## config.mk

```make
export PLATFORM = sky130hd
export DESIGN_NAME = inst_fetch
export DESIGN_NICKNAME = d
export VERILOG_FILES = /design/src/rtl/inst_fetch.sv
export SDC_FILE = /design/constraint.sdc
export NUM_CORES = 1
export LEC_CHECK = 0
export ABC_AREA = 1
export BUFFER_PORTS_ARGS = -buffer_cell sky130_fd_sc_hd__buf_2
export CELL_PAD_IN_SITES_DETAIL_PLACEMENT = 1
export CELL_PAD_IN_SITES_GLOBAL_PLACEMENT = 1
export CORE_UTILIZATION = 36
export DETAILED_ROUTE_END_ITERATION = 8
export GPL_TIMING_DRIVEN = 0
export HOLD_SLACK_MARGIN = 0.06
export PLACE_DENSITY_LB_ADDON = 0.1
export RECOVER_POWER = 50
export SYNTH_ARGS = -nofsm -noshare
export SYNTH_HDL_FRONTEND = slang
export SYNTH_SLANG_ARGS = --single-unit
```

## constraint.sdc

```tcl
create_clock -name clk -period 6.4 [get_ports clk]
set_clock_uncertainty 0.1 [all_clocks]
set_input_delay 1.28 -clock clk [delete_from_list [all_inputs] [get_ports clk]]
set_output_delay 1.28 -clock clk [all_outputs]
set_load 0.05 [all_outputs]
```

## src/rtl/inst_fetch.sv

```systemverilog
// Instruction fetch stage: reads the word at the current PC from a variable-latency memory,
// hands it to decode over valid/ready, and pulses pc_wre once decode accepts it or on a redirect.
module inst_fetch #(
    parameter int TIMEOUT = 255,
    parameter int CNT_W   = 8
) (
    input  logic        clk,
    input  logic        rst,
    input  logic [31:0] pc_in,
    input  logic [31:0] pc4_in,
    output logic        pc_wre,
    input  logic        flush,
    output logic        imem_req,
    output logic [31:0] imem_addr,
    input  logic        imem_ack,
    input  logic [31:0] imem_rdata,
    output logic        out_valid,
    input  logic        out_ready,
    output logic [31:0] out_instr,
    output logic [31:0] out_pc,
    output logic [31:0] out_pc4,
    output logic        fetch_err,
    output logic [31:0] err_pc
);

    typedef enum logic [2:0] {
        ISSUE = 3'd0,
        REQ   = 3'd1,
        HOLD  = 3'd2,
        DRAIN = 3'd3,
        FAULT = 3'd4
    } state_t;

    state_t           state;
    logic [CNT_W-1:0] cnt;
    logic [31:0]      addr_q;
    logic             timeout_hit;
    logic             in_fault;

    // The counter holds the number of ack-less cycles already spent, so the
    // TIMEOUT-th such cycle is the one that sees cnt == TIMEOUT-1.
    assign timeout_hit = (cnt == CNT_W'(TIMEOUT - 1));
    assign in_fault    = (state == FAULT);

    // Decode handshake and PC write-enable have to act in the same cycle, so they stay combinational.
    assign out_valid = (state == HOLD) && !flush;
    assign pc_wre    = !in_fault && (flush || ((state == HOLD) && out_ready));

    assign imem_addr = addr_q;
    assign out_pc    = addr_q;

    always_ff @(posedge clk or posedge rst) begin
        if (rst) begin
            state     <= ISSUE;
            cnt       <= '0;
            addr_q    <= '0;
            imem_req  <= 1'b0;
            out_instr <= '0;
            out_pc4   <= '0;
            fetch_err <= 1'b0;
            err_pc    <= '0;
        end else begin
            case (state)
                ISSUE: begin
                    // A redirect in ISSUE only reloads the PC; the new value is picked up next cycle.
                    if (!flush) begin
                        addr_q  <= pc_in;
                        out_pc4 <= pc4_in;
                        if (pc_in[1:0] != 2'b00) begin
                            state     <= FAULT;
                            fetch_err <= 1'b1;
                            err_pc    <= pc_in;
                        end else begin
                            state    <= REQ;
                            imem_req <= 1'b1;
                            cnt      <= '0;
                        end
                    end
                end

                REQ: begin
                    if (imem_ack) begin
                        imem_req <= 1'b0;
                        if (flush) begin
                            state <= ISSUE;
                        end else begin
                            out_instr <= imem_rdata;
                            state     <= HOLD;
                        end
                    end else if (flush) begin
                        // The request is still in flight; its ack must be absorbed before refetching.
                        imem_req <= 1'b0;
                        cnt      <= '0;
                        state    <= DRAIN;
                    end else if (timeout_hit) begin
                        imem_req  <= 1'b0;
                        state     <= FAULT;
                        fetch_err <= 1'b1;
                        err_pc    <= addr_q;
                    end else begin
                        cnt <= cnt + 1'b1;
                    end
                end

                HOLD: begin
                    if (flush || out_ready) begin
                        state <= ISSUE;
                    end
                end

                DRAIN: begin
                    if (imem_ack) begin
                        state <= ISSUE;
                    end else if (timeout_hit) begin
                        state     <= FAULT;
                        fetch_err <= 1'b1;
                        err_pc    <= addr_q;
                    end else begin
                        cnt <= cnt + 1'b1;
                    end
                end

                FAULT: begin
                    imem_req <= 1'b0;
                end

                default: begin
                    state     <= FAULT;
                    imem_req  <= 1'b0;
                    fetch_err <= 1'b1;
                    err_pc    <= addr_q;
                end
            endcase
        end
    end

endmodule

```

==> out/summary.md, run 1 <==
Setup violations remaining at the end of the flow were counted as 0. Setup repair after global routing left no endpoint under its margin. The number of buffers and inverters on the critical path was 2.

The tree built by TritonCTS fans out to 141 sinks. Delay of the slowest cell on the worst path: 0.30 ns. Once the floorplan was initialized, standard cells occupied 37.0% of the core. During synthesis, Yosys emitted a total of 0 warnings. The initial antenna violation count came out at 0. Summing every instance area after synthesis gives 0.00696 mm².

The wire length per cell came out at 14.8 µm. Terminating pin of the worst hold path: out_instr[27]$_DFFE_PP0P_. 0 antenna diodes ended up in the layout.

Walking the worst path, the cells encountered are clkbuf_1, a21oi_1, a21oi_1, buf_2. The capturing point of the worst reg2reg path is imem_addr[5]$_DFFE_PP0P_. The tools report the total nets after synthesis as 922. The run finished, with violations left. Data on the critical path arrives at its endpoint at 2.09 ns. The cell type with the highest occurrence count on the critical path was sky130_fd_sc_hd__a21oi_1. Sorting the synthesized cells by area gives the leading types as sky130_fd_sc_hd__dfrtp_1, sky130_fd_sc_hd__nand2_1, sky130_fd_sc_hd__nand3_1, sky130_fd_sc_hd__o21bai_2, sky130_fd_sc_hd__inv_1. Summed over all nets, the half-perimeter wirelength after detailed placement is 14700 µm. The floorplan has 50 rows. Across every metal layer, demand over resource in global routing totals 21.0%.

The final net count is 1204, and the core area is 0.0188 mm². The average instance area after synthesis was 8.50 µm². In this run the most critical hold path is launched from out_instr[27]$_DFFE_PP0P_. Yosys mapped the design onto 27 distinct sky130hd cell types.

The total overflow left after global routing is 0. The H-tree depth reported by CTS is 4. The run gives 1 as the count of max-cap constraint violations. The worst hold path belongs to the class flip-flop to flip-flop. Cells with a size suffix above 1 make up 36.0% of the layout. On the critical path, the stage with the largest delay is an instance of sky130_fd_sc_hd__clkbuf_1.

Summed over all cells, the static leakage comes to 5.21 nW. The critical path starts at flush. The power per cell area works out to 648 mW/mm².

The tools report the post-cts repair resize count as 0. The first detailed-routing pass took 4 iterations. In the routed design, unresolved DRC markers number 0. For this run, the top clock speed supported by timing is 0.288 GHz. The checks that failed: max-capacitance violations, max-slew violations. The first global-routing pass estimated 32700 µm of wire. The die covers 0.0199 mm². Entering global routing, the biggest net connects 86 pins.

In this run the critical register-to-register path is launched from state[1]$_DFFE_PP0P_. Clock latency on the worst-skew pair, taken at its later pin, is 0.42 ns. After layout, the worst setup slack is 2.93 ns. The number of max-slew violations in the final report was 57. After detailed routing, the total wire length is 20400 µm. For the pin with the worst max-slew slack, the measured transition is 2.61 ns.

In this run the tightest slew margin relative to its limit is -74.8%. The tools report the total clock buffers created by CTS as 17. Worst slack on hold paths: 0.364 ns.

During I/O placement, the number of pins put on the boundary was 265. The worst setup path is of the primary input to output pin kind. The clock-pin slew on the worst setup and hold paths was 0.06 ns; the overall die width was 141 µm.

Synthesis inferred 141 register bits. The number of buffers between clock root and the deepest sink came out at 2. IR analysis of the VDD net gives a maximum drop of 0.000255 V. The largest fanout of any net on the critical path was 8; the worst reg2reg path depth was 8. For this block, the initial DRC count from the detailed router was 221. The worst setup path is captured at an output pin. Input and output buffers added on the ports amount to 262. The worst hold path was traced through 2 stages. Cell type contributing the most total cell area after synthesis: sky130_fd_sc_hd__dfrtp_1. Clock tree synthesis selected as its root buffer the cell sky130_fd_sc_hd__clkbuf_16. The pre-CTS worst setup slack is 3.13 ns, and the minimum clock period after layout is 3.47 ns. In this run the remaining antenna-violating nets after routing total 0. Number of cells produced by synthesis: 819. In the routed layout, each cell is associated on average with a via count of 4.62. The sequential-to-total area share from yosys stat was 50.7%; the hold buffer count at CTS was 0. The fraction of the cycle the final worst path needs came out at 54.3%. The kind of start point of the critical path was a primary input. The run gives 0 as the number of failing hold endpoints at the final stage. Setup slack on the worst reg-to-reg path comes out at 4.06 ns.

Compared with the post-synthesis result, the final layout area differs by 31.7%. The logs give 5.02 ns for the required arrival time at the worst endpoint and 0 for the number of post-CTS setup repair buffers. In this run the biggest area consumer among cell types represents 50.7% of the synthesized area. The die is 141 µm tall. The cell type group with the largest total delay on the critical path was buffers and inverters.

The final weighted congestion of routability-driven global placement is 0.764. Across all layers, the routed design uses 6345 vias. Via count of the first global-routing pass: 6465. TritonCTS built the clock tree.
[metal layers]
metal / up-vias / track usage (%) / routed length [µm]
met5: - / 0 / 0
met4: 0 / 5.21 / 241
met3: 16 / 5.54 / 968
met2: 159 / 36.0 / 10000
met1: 3046 / 26.3 / 9110
li1: 3124 / - / -
[logic make-up (layout without fill, tap and decap cells)]
logic type               Yosys count  in the layout  synth area share [%]
flip-flops                       141            141                  50.7
AND/OR/NAND/NOR                  392            392                  24.6
AO/OA/AOI/OAI                    118            118                  11.5
buffers and inverters            165            460                  12.7
XOR/XNOR                           1              1                 0.126
adder cells (fa/ha/maj)            2              2                 0.359
[cells in the mapped netlist, drive strengths merged]
| master | instances |
|---|---|
| a21oi | 6 |
| buf | 66 |
| clkbuf | 13 |
| dfrtp | 141 |
| ha | 2 |
| inv | 86 |
| nand2 | 267 |
| nand3 | 107 |
| nand4 | 1 |
| nor2 | 16 |
| nor3 | 1 |
| o21ai | 80 |
| o21bai | 32 |
| xor2 | 1 |
[worst max path at each step]
stage                                   endpoint  slack [ns]  cells past startpoint
final                                     pc_wre        2.93                      4
after global routing                      pc_wre        2.86                      4
after CTS                                 pc_wre        3.12                      4
after detailed placement                  pc_wre        3.13                      4
after global placement    err_pc[24]$_DFFE_PP0P_       -0.82                      2
after floorplan               cnt[0]$_DFFE_PP0P_        1.24                      1
[stage by stage]
| step | setup TNS, ns | power [mW] | util, % | cell area [µm²] | std cells |
|---|---|---|---|---|---|
| after floorplan | 0 | 4.15 | - | 6960 | 819 |
| after global placement | -113.78 | 4.92 | 45.7 | 8600 | 1341 |
| after detailed placement | 0 | 4.98 | 45.8 | 8630 | 1342 |
| after CTS | 0 | 6.03 | 49.1 | 9240 | 1374 |
| after global routing | 0 | 6.28 | 48.7 | 9170 | 1374 |
| final | 0 | 5.94 | 48.7 | 9170 | 1374 |
[worst register-to-register path: stages (launching register included)]
cell and delay (ns):
sky130_fd_sc_hd__dfrtp_1 0.49, sky130_fd_sc_hd__nor2_4 0.10, sky130_fd_sc_hd__nand2_4 0.10, sky130_fd_sc_hd__inv_4 0.07, sky130_fd_sc_hd__nand2_1 0.22, sky130_fd_sc_hd__clkbuf_1 0.47
sky130_fd_sc_hd__clkbuf_1 0.47, sky130_fd_sc_hd__nand2_1 0.10, sky130_fd_sc_hd__o21ai_0 0.11
[state kept, by name, summed over array words and instances, names as in the netlist]
| name | cells |
|---|---|
| err_pc | 32 |
| imem_addr | 32 |
| out_instr | 32 |
| out_pc4 | 32 |
| cnt | 8 |
| state | 3 |
| fetch_err | 1 |
| imem_req | 1 |
[area by class of cell]
cell class | count | area [µm²]
buffer | 79 | 522
clock buffer | 19 | 443
clock inverter | 13 | 165
fill | 2318 | 9660
inverter | 86 | 329
multi-input combinational | 513 | 2520
sequential | 141 | 3530
tap | 260 | 325
timing repair buffer | 263 | 1340
[placed cells by master, fill, tap and decap left out, drive strengths merged]
cell,instances
buf,318
nand2,267
dfrtp,141
nand3,107
inv,87
o21ai,80
clkbuf,43
o21bai,32
nor2,16
a21oi,6
clkinvlp,5
clkinv,4
bufinv,3
ha,2
xor2,1
nor3,1
nand4,1
[where the power goes]
group	switching [mW]	internal, mW
clock network	0.407	0.626
registers	0.254	1.26
logic	2.54	0.856
Note: power is estimated with default switching activity, not from simulation.
==> run 2: changes to the inputs <==
==> constraint.sdc (replaced) <==
create_clock -name clk -period 3.5 [get_ports clk]
set_clock_uncertainty 0.1 [all_clocks]
set_input_delay 0.7 -clock clk [delete_from_list [all_inputs] [get_ports clk]]
set_output_delay 0.7 -clock clk [all_outputs]
set_load 0.05 [all_outputs]
==> out/summary.md, run 2 (same netlist as run 1, synthesis figures left out) <==
The leading cell type in the layout, fill and taps excluded is sky130_fd_sc_hd__buf_2. After detailed placement, the total cell area comes to 0.00866 mm². The post-detailed-route count of antenna-violating nets came out at 0. Using the TritonRoute via totals, the vias-per-cell ratio works out to 4.63. Placed wire-length estimate after detailed placement: 15500 µm.

Counting every sink on the clock net gives 141. The first global-routing pass estimated 34200 µm of wire. The die is 141 µm wide. For the final routed database, the setup TNS stands at 0 ns. TritonCTS built the clock tree.

For this run, design rule violations remaining after detail routing come to 0. The delay of the slowest cell on the worst path works out to 0.50 ns. Summing all multi-input logic gate instances after layout gives 0.00252 mm². At the worst endpoint, the required time is 3.73 ns.

The worst pin sits at a relative slew slack of -1.34%. The class of the most critical hold timing path was flip-flop to flip-flop. Entering global routing, the biggest net connects 39 pins. The wire length per cell is 15.1 µm. The later pin in the worst-skew pair is clocked with a latency of 0.42 ns. The critical path goes through nor2_1, nand2_4, clkinvlp_2, nand2_1, clkbuf_1, clkbuf_1, nand2_1, o21ai_0.

265 I/O pins were placed. STA classifies the critical path startpoint as a flip-flop. Together, buffers and inverters on the worst path number 3. Maximum frequency from static timing analysis: 0.361 GHz.

The final reports fail on max-capacitance violations, max-slew violations. In this run the static leakage power is 5.17 nW. In the layout the commonest cells are sky130_fd_sc_hd__buf_2, sky130_fd_sc_hd__nand2_1, sky130_fd_sc_hd__dfrtp_1. The count of max-cap constraint violations is 1. The initial antenna violation count is 0, and the area growth from synthesis to layout is 30.8%. Counting the fill cells in the layout gives 2362.

The H-tree was split into 4 levels. The number of max-slew violations in the final report came out at 34. The floorplan step defined a die boundary enclosing 0.0199 mm². The height of the die is 141 µm, and the number of vias after detailed routing is 6375. The power per cell area is 1170 mW/mm², and the total clock buffers created by CTS is 17. The tools report the number of post-CTS setup repair buffers as 0. The logs give 6554 for the via count of the first global-routing pass and 20800 µm for the wire length reported by the detailed router. STA classifies the critical path endpoint as a flip-flop. Power comes to 10.7 mW. The number of antenna cells inserted is 0.

Setup repair after global routing left no endpoint under its margin. For the pin with the worst max-slew slack, the measured transition is 1.51 ns. The post-route netlist has 35.8% of its cells at a drive strength greater than 1. After floorplanning, the core was divided into 50 placement rows. The largest fanout of any net on the critical path is 10, and the arrival time at the worst endpoint is 3.00 ns. The cell type group with the largest total delay on the critical path is buffers and inverters. Number of failing hold endpoints at the final stage: 0. The sequential standard cell area was 0.00353 mm²; the post-cts repair resize count was 0. The first TritonRoute pass finished after 4 iterations. On the critical path, the stage with the largest delay is an instance of sky130_fd_sc_hd__clkbuf_1.

After clock tree synthesis, the clock-pin slew on the worst setup and hold paths is 0.06 ns. For the core area, the log shows 0.0188 mm². By startpoint and endpoint, the worst setup path is classified as flip-flop to flip-flop.

The hold buffer count at CTS is 0, and the fraction of the cycle the final worst path needs is 79.1%. The logs give 37.0% for the starting density of the core and 0.73 ns for the worst-case register-to-register setup slack. For this run, the total global-route usage over all layers was measured as 21.8%. The tools report the final net count as 1206. Input and output buffers added on the ports amount to 262. The run finished, with violations left. Summed over all layers, the global routing overflow is 0. After the first detailed-routing iteration, the DRC count stood at 272. For the final weighted congestion of routability-driven global placement, the log shows 0.750.

The final cell area excluding filler cells is 0.00910 mm². Counting I/O delays and the setup requirement, the final critical path takes 2.77 ns. Number of buffers between clock root and the deepest sink: 2. Setup violations remaining at the end of the flow were counted as 0. Measured on the finished design, the core utilization comes to 48.3%. The cell sitting at the root of the clock tree is a sky130_fd_sc_hd__clkbuf_16. The worst voltage drop across the vdd grid came out at 0.000453 V.
==> run 2: report_power, final <==
group	leakage, nW	internal (mW)	switching, mW	total (mW)
Sequential	1.79	2.31	0.460	2.77
Clock	0.262	0.976	0.740	1.72
Combinational	3.12	1.55	4.66	6.21
Total	5.17	4.83	5.86	10.7
==> run 2: worst min-delay path, stage by stage (launching register included) <==
cell and delay [ns]:
sky130_fd_sc_hd__dfrtp_1 0.34, sky130_fd_sc_hd__nand2_1 0.05, sky130_fd_sc_hd__nand2_1 0.05
==> run 2: stage by stage <==
step | cells | setup slack (ns) | hold WS, ns
finish | 1376 | 0.730 | 0.364
global route | 1376 | 0.518 | 0.389
CTS | 1376 | 0.965 | 0.341
detailed placement | 1344 | 1.40 | 0.353
global placement | 1341 | -0.182 | 0.348
floorplan | 819 | 0.937 | 0.407
==> run 2: final cells by class <==
class	count	area share (%)
Buffer	79	5.64
Clock buffer	18	4.72
Clock inverter	14	1.32
Inverter	86	3.60
Multi-Input combinational cell	513	27.6
Sequential cell	141	38.8
Tap cell	260	3.57
Timing Repair Buffer	265	14.7
==> run 2: final timing paths <==
kind,start,endpoint,cells after the start
min in group asynchronous,rst,imem_addr[10]$_DFFE_PP0P_,2
worst max-delay path,state[1]$_DFFE_PP0P_,imem_addr[0]$_DFFE_PP0P_,8
max in group asynchronous,rst,cnt[3]$_DFFE_PP0P_,4
worst max register to register,state[1]$_DFFE_PP0P_,imem_addr[0]$_DFFE_PP0P_,8
worst min register to register,out_instr[0]$_DFFE_PP0P_,out_instr[0]$_DFFE_PP0P_,2
worst min-delay path,out_instr[0]$_DFFE_PP0P_,out_instr[0]$_DFFE_PP0P_,2
==> run 2: metal layers <==
metal / GRT usage, % / vias up / routed length [µm]
li1: - / 3130 / -
met4: 5.89 / 0 / 278
met2: 38.1 / 166 / 10600
met5: 0 / - / 0
met3: 4.52 / 21 / 883
met1: 27.3 / 3058 / 9040
